### config.mk
export PLATFORM = sky130hd
export DESIGN_NAME = univ_shift_reg
export DESIGN_NICKNAME = d
export VERILOG_FILES = /design/src/rtl/univ_shift_reg.sv
export SDC_FILE = /design/constraint.sdc
export NUM_CORES = 1
export LEC_CHECK = 0
export ABC_CLOCK_PERIOD_IN_PS = 3130
export CORE_UTILIZATION = 35
export DETAILED_ROUTE_END_ITERATION = 12
export PLACE_DENSITY = 0.73
export SLEW_MARGIN = 25
export SYNTH_ARGS = -nofsm -noshare
export SYNTH_HDL_FRONTEND = slang
export SYNTH_SLANG_ARGS = --single-unit
### constraint.sdc
create_clock -name clk -period 3.13 [get_ports clk]
set_input_delay 0.7825 -clock clk [delete_from_list [all_inputs] [get_ports clk]]
set_output_delay 0.7825 -clock clk [all_outputs]
set_load 0.1 [all_outputs]
### src/rtl/univ_shift_reg.sv
// univ_shift_reg: universal shift register with manual modes and an MSB-first serial burst engine
module univ_shift_reg #(
  parameter int WIDTH = 4
) (
  input  logic             clk,
  input  logic             reset,
  input  logic             en,
  input  logic [1:0]       mode,
  input  logic             rot,
  input  logic             d,
  input  logic [WIDTH-1:0] par_in,
  input  logic             start,
  output logic [WIDTH-1:0] q,
  output logic             ser_out,
  output logic             busy,
  output logic             done
);
  localparam int CW = $clog2(WIDTH);
  typedef enum logic {IDLE, BURST} state_t;
  state_t state_q, state_d;
  logic [CW-1:0] cnt_q, cnt_d;
  logic [WIDTH-1:0] sr_q, sr_d, up, down;
  logic done_q, done_d;
  assign up = {sr_q[WIDTH-2:0], rot ? sr_q[WIDTH-1] : d};
  assign down = {rot ? sr_q[0] : d, sr_q[WIDTH-1:1]};
  always_comb begin
    state_d = state_q;
    cnt_d = cnt_q;
    sr_d = sr_q;
    done_d = 1'b0;
    if (state_q == BURST) begin
      sr_d = {sr_q[WIDTH-2:0], d};
      cnt_d = CW'(cnt_q + 1'b1);
      if (cnt_q == CW'(WIDTH-1)) begin
        state_d = IDLE;
        cnt_d = '0;
        done_d = 1'b1;
      end
    end else if (start) begin
      sr_d = par_in;
      cnt_d = '0;
      state_d = BURST;
    end else if (en) begin
      sr_d = mode == 2'b01 ? up : mode == 2'b10 ? down : mode == 2'b11 ? par_in : sr_q;
    end
  end
  always_ff @(posedge clk or negedge reset) begin
    if (!reset) begin
      state_q <= IDLE;
      cnt_q <= '0;
      sr_q <= '0;
      done_q <= 1'b0;
    end else begin
      state_q <= state_d;
      cnt_q <= cnt_d;
      sr_q <= sr_d;
      done_q <= done_d;
    end
  end
  assign q = sr_q;
  assign ser_out = sr_q[WIDTH-1];
  assign busy = state_q == BURST;
  assign done = done_q;
endmodule

# Word level (Yosys, flattened, before mapping)
# Cells that the tools add are included.
[word_totals]
reg_bits = 8
out_inout_bits = 7
wordCells = 29
[op_classes]
n_reduce_logical = 4
mux = 16
n_addsub = 1
n_eq_ne = 4
[ops]
columns = ["operator", "count"]
rows = [
  ["two-way mux 4 bit", 6],
  ["two-way mux 1 bit", 7],
  ["== test 2 bit (second input constant)", 3],
  ["two-way mux 2 bit", 3],
  ["nonzero test 5 bit", 1],
  ["nonzero test 3 bit", 1],
  ["adder 2 x 1 -> 2 bit (second input constant)", 1],
  ["== test 2 x 1 -> 1 bit (second input constant)", 1],
  ["AND reduction 2 bit", 1],
  ["nonzero test 2 bit", 1],
]

# Depth between registers and ports, before layout
# Gate-level depths: netlist (run 1).
[depth]
depth_word = 7
mapped_depth = 7

# Worst setup path before layout (run 1)
# OpenSTA, ideal clock, no wires.
[synth_path]
kind = "reg2out"
from = "register sr_q[3], in the netlist q[3]"
to = "output port q[3]"
setup_slack_ns = 0.976
t_required_ns = 2.348
stages_incl_launch_ff = 2
path_buffers = 1
arrival_time_ns = 1.372
path_cell_list = "dfrtp_1 buf_4"
[synth_rtl]
columns = ["item", "line", "source"]
rows = [
  ["start: declaration", "22", "logic [WIDTH-1:0] sr_q, sr_d, up, down;"],
  ["start signal: assignment", "56", "sr_q <= sr_d;"],
  ["end: declaration", "13", "output logic [WIDTH-1:0] q,"],
]
# No word-level cell between the ends.

# Final worst setup path (run 1)
[layout_path]
from = "input port mode[0]"
to = "register sr_q[0], in the netlist q[0]"
[layout_via]
elab_chain_cells = 6
[layout_rtl]
columns = ["item", "line", "source"]
rows = [
  ["start: declaration", "8", "input logic [1:0] mode,"],
  ["== test 2 bit", "44", "sr_d = mode == 2'b01 ? up : mode == 2'b10 ? down : mode == 2'b11 ? par_in : sr_q;"],
  ["two-way mux 4 bit (2 in series)", "44", ""],
  ["two-way mux 4 bit", "43", "end else if (en) begin"],
  ["two-way mux 4 bit", "39", "end else if (start) begin"],
  ["two-way mux 4 bit", "31", "if (state_q == BURST) begin"],
]
# Parallel ways exist; a longest one is shown, timed or not. The select of a mux whose other input is x is not followed.
# A chain may end at the register's enable or synchronous reset.

==> results of run 1 <==
-- stage by stage --
step	cells	hold WS [ps]	setup slack [ps]	util, %	cell area (sq um)
2_1_floorplan	58	453	976	-	546
3_3_place_gp	89	473	726	51.7	714
3_5_place_dp	89	490	674	51.7	714
4_1_cts	92	497	938	53.3	737
5_1_grt	92	530	816	53.3	737
6_report	92	490	938	53.3	737
-- cell type report --
cell class | instances | area, sq um
Fill cell | 133 | 646
Clock buffer | 3 | 22.5
Tap cell | 15 | 18.8
Inverter | 5 | 18.8
Multi-Input combinational cell | 43 | 314
Sequential cell | 8 | 200
Timing Repair Buffer | 18 | 163
-- routing by layer --
metal / GRT usage, % / vias up / share of wire [%]
met1: 21.3 / 240 / 43
met3: 3.48 / 6 / 8.9
met5: 0 / - / 0
met2: 24.1 / 43 / 46
met4: 7.74 / 0 / 1.7
li1: - / 251 / -
-- kinds of logic after synthesis --
family                   count (synthesis)
adder cells (fa/ha/maj)                  5
multiplexers                             5
flip-flops                               8
AND/OR/NAND/NOR                         16
buffers and inverters                    7
AO/OA/AOI/OAI                           17
-- worst min path at each step --
stage	start	slack, ps	end	depth (start not counted)
2_1_floorplan	cnt_q[0]$_DFFE_PN0P_	450	cnt_q[0]$_DFFE_PN0P_	1
3_3_place_gp	cnt_q[0]$_DFFE_PN0P_	470	cnt_q[0]$_DFFE_PN0P_	1
3_5_place_dp	cnt_q[0]$_DFFE_PN0P_	490	cnt_q[0]$_DFFE_PN0P_	1
4_1_cts	cnt_q[0]$_DFFE_PN0P_	500	cnt_q[0]$_DFFE_PN0P_	1
5_1_grt	cnt_q[0]$_DFFE_PN0P_	530	cnt_q[0]$_DFFE_PN0P_	1
6_report	cnt_q[0]$_DFFE_PN0P_	490	cnt_q[0]$_DFFE_PN0P_	1
-- Yosys cell counts --
| library cell | n |
|---|---|
| buf_4 | 1 |
| mux2_2 | 2 |
| nor2_1 | 4 |
| o22ai_1 | 2 |
| buf_2 | 1 |
| mux2i_1 | 3 |
| nand3_1 | 2 |
| a21oi_1 | 2 |
| and2_2 | 1 |
| nor2_2 | 1 |
| and3_1 | 1 |
| o21ai_2 | 1 |
| nor2b_1 | 1 |
| nand2_1 | 5 |
| inv_1 | 4 |
| ha_1 | 5 |
| o41ai_1 | 1 |
| o21ai_0 | 5 |
| dfrtp_1 | 8 |
| a22o_2 | 1 |
| inv_2 | 1 |
| o211a_1 | 1 |
| a31oi_1 | 1 |
| o221ai_1 | 1 |
| a221oi_1 | 2 |
| and3_4 | 1 |
-- sequential cells by signal, summed over array words and instances, names as in the netlist --
register / cells
cnt_q: 2
busy: 1
done: 1
q: 4
==> flow_summary_export.csv, run 1 <==
group,metric,value,unit
run_status,status,"finished clean",
logic_synthesis,ys_ff_latch,8,
setup_path,crit_slowest_cell,"clkdlybuf4s50_1",
placement,port_buffers,18,
drt,vias,540,
global_routing,grt_pass1_vias,469,
setup_path,crit_chain,"clkdlybuf4s50_1, inv_1, ha_1, nor2b_1, o21ai_2, o221ai_1, o22ai_1",
clock_network,clock-sinks,8,
timing,final.setup_skew,6.78,ps
hold_path,hold_class,"flop to flop",
die,die_h,41.5,um
clock_network,clk_pin_slew,60,ps
setup_path,r2r_end,"q[2]$_DFFE_PN0P_",
timing,period_needed,2190,ps
cells_and_area,num_antenna_cells,0,
logic_synthesis,syn_avg_cell_area,9.41,sq um
die,initial_utilization,39.5,%
global_routing,grt_antenna_before_repair,0,
die,die_w,41.5,um
drt,drc_errors,0,
clock_network,cts_hold_buf,0,
logic_synthesis,yosysSeqAreaShare,36.7,%
global_routing,grt.overflow.total,0,
logic_synthesis,synth.largest_area_cell,"dfrtp_1",
drt,drt_iter0_markers,14,
setup_path,cp_max_fo,8,
setup_path,arrival,2370,ps
timing,rsz0062_at_grt,"no",
setup_path,path_buf_inv,2,
clock_network,clk_latency,250,ps
global_routing,grt_pass1_wl,2.13,mm
timing,fin_crit_sh,70.0,%
drt,dr.pass1.iters,4,
clock_network,cts_resized,0,
clock_network,post_cts_buffers,0,
logic_synthesis,synth_top_family_by_area,"compound AO/OA/AOI/OAI gates",
clock_network,cts_tree,"yes",
timing,max_freq,0.456,GHz
die,core_area,1380,sq um
logic_synthesis,synth.mux.area_fraction,9.63,%
clock_network,cts-buffers-inserted,3,
setup_path,worstSetupStartpoint,"mode[0]",
die,ioPinCount,19,
logic_synthesis,syn_area,546,sq um
setup_path,start_kind,"input port",
setup_path,r2r_cells,4,
cells_and_area,final_nets,96,
timing,slew_viol_final,0,
timing,hold_viol_final,0,
cells_and_area,syn2layout_area_growth,35.1,%
logic_synthesis,synthesis.nets,75,
logic_synthesis,synthSimpleGateAreaFrac,14.9,%
die,core.rowCount,13,
timing,setup_violations,0,
setup_path,cp-end-kind,"flop",
die,dieArea,1720,sq um
logic_synthesis,synth_compound_area_share,21.6,%
logic_synthesis,netlist.area_leader.share,36.7,%
setup_path,slowest_delay,510,ps
setup_path,critPathCapture,"q[0]$_DFFE_PN0P_",
logic_synthesis,ys_warn_count,0,
cells_and_area,layout_common_cells,"11 x clkdlybuf4s50_1, 8 x dfrtp_1, 7 x buf_4",
drt,postRouteAntennaNets,0,
drt,post_drt_via_cell_ratio,5.87,
placement,routabilityCongestion,0.899,
cells_and_area,layout_commonest_cell,"clkdlybuf4s50_1",
logic_synthesis,synth_cell_types,26,
global_routing,grt_max_degree,10,
logic_synthesis,ys_top_cells_by_area,"dfrtp_1 37%, ha_1 11%, mux2i_1 5.5%, o21ai_0 4.6%, mux2_2 4.1%",
setup_path,r2r_slack,1820,ps
drt,wl_per_cell,13.7,um
global_routing,grtUsageTotal,15.9,%
clock_network,cts.htree.levels,1,
logic_synthesis,synthAdderAreaFrac,11.5,%
logic_synthesis,yosys.area_share.xor_xnor,0,%
setup_path,crit_family,"compound AO/OA/AOI/OAI gates",
cells_and_area,layout-drive-gt1-share,23.4,%
setup_path,critPathRequiredTime,3310,ps
job,cap_viol_max_count,0,
timing,tightest_slew,374,ps
drt,drt-total-wl,1.26,mm
clock_network,root_buffer,"clkbuf_4",
setup_path,critPathKind,"input port to flop",
setup_path,worst-path-stages,7,
logic_synthesis,syn_inst,58,
timing,fin_tns_setup,0,ps
setup_path,reg2reg_from,"busy$_DFF_PN0_",
clock_network,clock_path_buffers,2,
timing,slew_headroom,75.0,%
Power of run 1 is not shown: default switching activity piles up to over one toggle a cycle in this logic, so the estimate is an artifact.
==> inputs of run 2 (changes only) <==
ABC_CLOCK_PERIOD_IN_PS = 1900   (was 3130)
PLACE_DENSITY = 0.75   (was 0.73)
clock period = 1.9 ns   (was 3.13 ns; I/O delays follow)
==> run 2 against run 1 <==
Final area increased by 17%. First-iteration DRC count decreased by 14%. Clock skew shrank 4.1 ps. Hold slack improved by 8.7 ps. Register-to-register slack got worse by 1300 ps. Utilization is 9.2 points higher. Clock-buffer cell count unchanged. Highest routed layer unchanged.
==> flow_summary_export.csv, run 2 (synthesis results as in run 1) <==
group,metric,value,unit
run_status,status,"finished clean",
timing,setup_violations,0,
global_routing,grtUsageTotal,16.0,%
global_routing,grt_antenna_before_repair,0,
timing,hold_viol_final,0,
power,p_int,0.759,mW
timing,rsz0062_at_grt,"no",
cells_and_area,syn2layout_area_growth,58.5,%
clock_network,clk_pin_slew,50,ps
timing,tightest_slew,371,ps
setup_path,arrival,1900,ps
cells_and_area,num_antenna_cells,0,
drt,drc_errors,0,
timing,slew_viol_final,0,
setup_path,critPathRequiredTime,2030,ps
placement,port_buffers,18,
die,core_area,1380,sq um
placement,postPlaceCellArea,832,sq um
cells_and_area,final_nets,101,
power,p_per_area,1920,nW/um^2
drt,postRouteAntennaNets,0,
global_routing,grt_max_degree,10,
cells_and_area,layout_common_cells,"10 x clkdlybuf4s50_1, 8 x dfrtp_1, 7 x buf_12",
die,initial_utilization,39.5,%
cells_and_area,fin_area,865,sq um
power,power.switching,0.903,mW
setup_path,critPathKind,"input port to flop",
power,pwr-share-seq,24.3,%
cells_and_area,layout-drive-gt1-share,28.0,%
setup_path,start_kind,"input port",
global_routing,grt_pass1_wl,2.14,mm
drt,drt-total-wl,1.27,mm
drt,post_drt_via_cell_ratio,5.34,
timing,fin_crit_sh,93.1,%
timing,max_freq,0.565,GHz
clock_network,cts_hold_buf,0,
global_routing,grt_pass1_vias,510,
power,swShare,54.3,%
clock_network,root_buffer,"clkbuf_4",
setup_path,worstSetupStartpoint,"mode[1]",
drt,wl_per_cell,13.1,um
die,die_w,41.5,um
die,dieArea,1720,sq um
timing,fin_ws,130,ps
die,core.rowCount,13,
clock_network,clk_latency,260,ps
drt,drt_iter0_markers,12,
placement,dp_hpwl,987,um
cells_and_area,layout_commonest_cell,"clkdlybuf4s50_1",
cells_and_area,finalNonFillerCells,97,
hold_path,hold_class,"input port to asynchronous set/reset pin",
cells_and_area,largest_reg_flops,4,
drt,dr.pass1.iters,2,
clock_network,cts.htree.levels,1,
clock_network,cts-buffers-inserted,3,
cells_and_area,nFillCells,108,
setup_path,cp-end-kind,"flop",
timing,fin_tns_setup,0,ps
timing,slew_headroom,75.2,%
placement,dp_slack,-166,ps
placement,numPlacedInstances,93,
power,clkPwrFrac,7.9,%
power,p_total,1.66,mW
job,cap_viol_max_count,0,
power,ir_worst_vdd,944,uV
timing,period_needed,1770,ps
placement,routabilityCongestion,0.841,
setup_path,cp_max_fo,4,
power,p_leak,0.406,nW
power,power_frac_comb,67.8,%
clock_network,clock-sinks,8,
timing,final.setup_skew,2.64,ps
global_routing,grt.overflow.total,0,
drt,vias,518,
die,die_h,41.5,um
setup_path,reg2reg_from,"busy$_DFF_PN0_",
clock_network,clock_path_buffers,2,
die,ioPinCount,19,
clock_network,cts_tree,"yes",
==> run 2: cell count changes in the layout (fill, tap and decap cells not counted) <==
cell	previous run	this run
buf_12	0	7
buf_4	7	5
clkdlybuf4s50_1	11	10
dlymetal6s2s_1	0	1
==> run 2: cell type report <==
class | count | area [sq um] | share of cell area [%]
Inverter | 5 | 18.8 | 2.17
Multi-Input combinational cell | 43 | 314 | 36.3
Tap cell | 15 | 18.8 | 2.17
Sequential cell | 8 | 200 | 23.2
Clock buffer | 3 | 22.5 | 2.60
Timing Repair Buffer | 23 | 290 | 33.6
==> run 2: path summary, 6_finish.rpt <==
kind	endpoint	slack (ps)	cells after the start
setup / recovery	q[2]$_DFFE_PN0P_	130	6
hold / removal	q[0]$_DFFE_PN0P_	500	1
setup reg to reg	q[3]$_DFFE_PN0P_	520	5
hold reg to reg	cnt_q[0]$_DFFE_PN0P_	500	1
max in group asynchronous	q[1]$_DFFE_PN0P_	1130	1
min in group clk	cnt_q[0]$_DFFE_PN0P_	500	1
==> run 2: timing repair <==
action                     in CTS  in global routing
resized for setup               0                  1
setup endpoints to repair       0                  2
setup buffers                   0                  1
==> run 2: power groups by stage <==
stage	logic (mW)	registers, mW	clock network [mW]
after floorplan	0.315	0.774	0
after global placement	1.11	0.401	0
after detailed placement	1.12	0.403	0
after CTS	1.12	0.404	0.133
after global routing	1.17	0.420	0.144
final	1.13	0.403	0.132
==> run 2: metrics by stage <==
step	hold WS (ps)	util, %
2_1_floorplan	179	-
3_3_place_gp	483	60.2
3_5_place_dp	493	60.2
4_1_cts	500	61.8
5_1_grt	524	62.5
6_report	499	62.5
==> run 2: critical path, cell delays in order <==
cell	delay [ps]
clkdlybuf4s50_1	520
ha_1	220
mux2i_1	190
o21ai_0	90
a221oi_1	300
a21oi_1	110
==> run 2: layer usage <==
layer	GRT usage, %	wire length, um	share of wire [%]	up-vias
met3	3.48	59	4.6	5
met5	0	0	0	-
li1	-	-	-	258
met4	11.6	40	3.2	0
met1	20.1	565	45	237
met2	24.1	603	48	18
No activity file was read; power rests on OpenSTA's default activity.
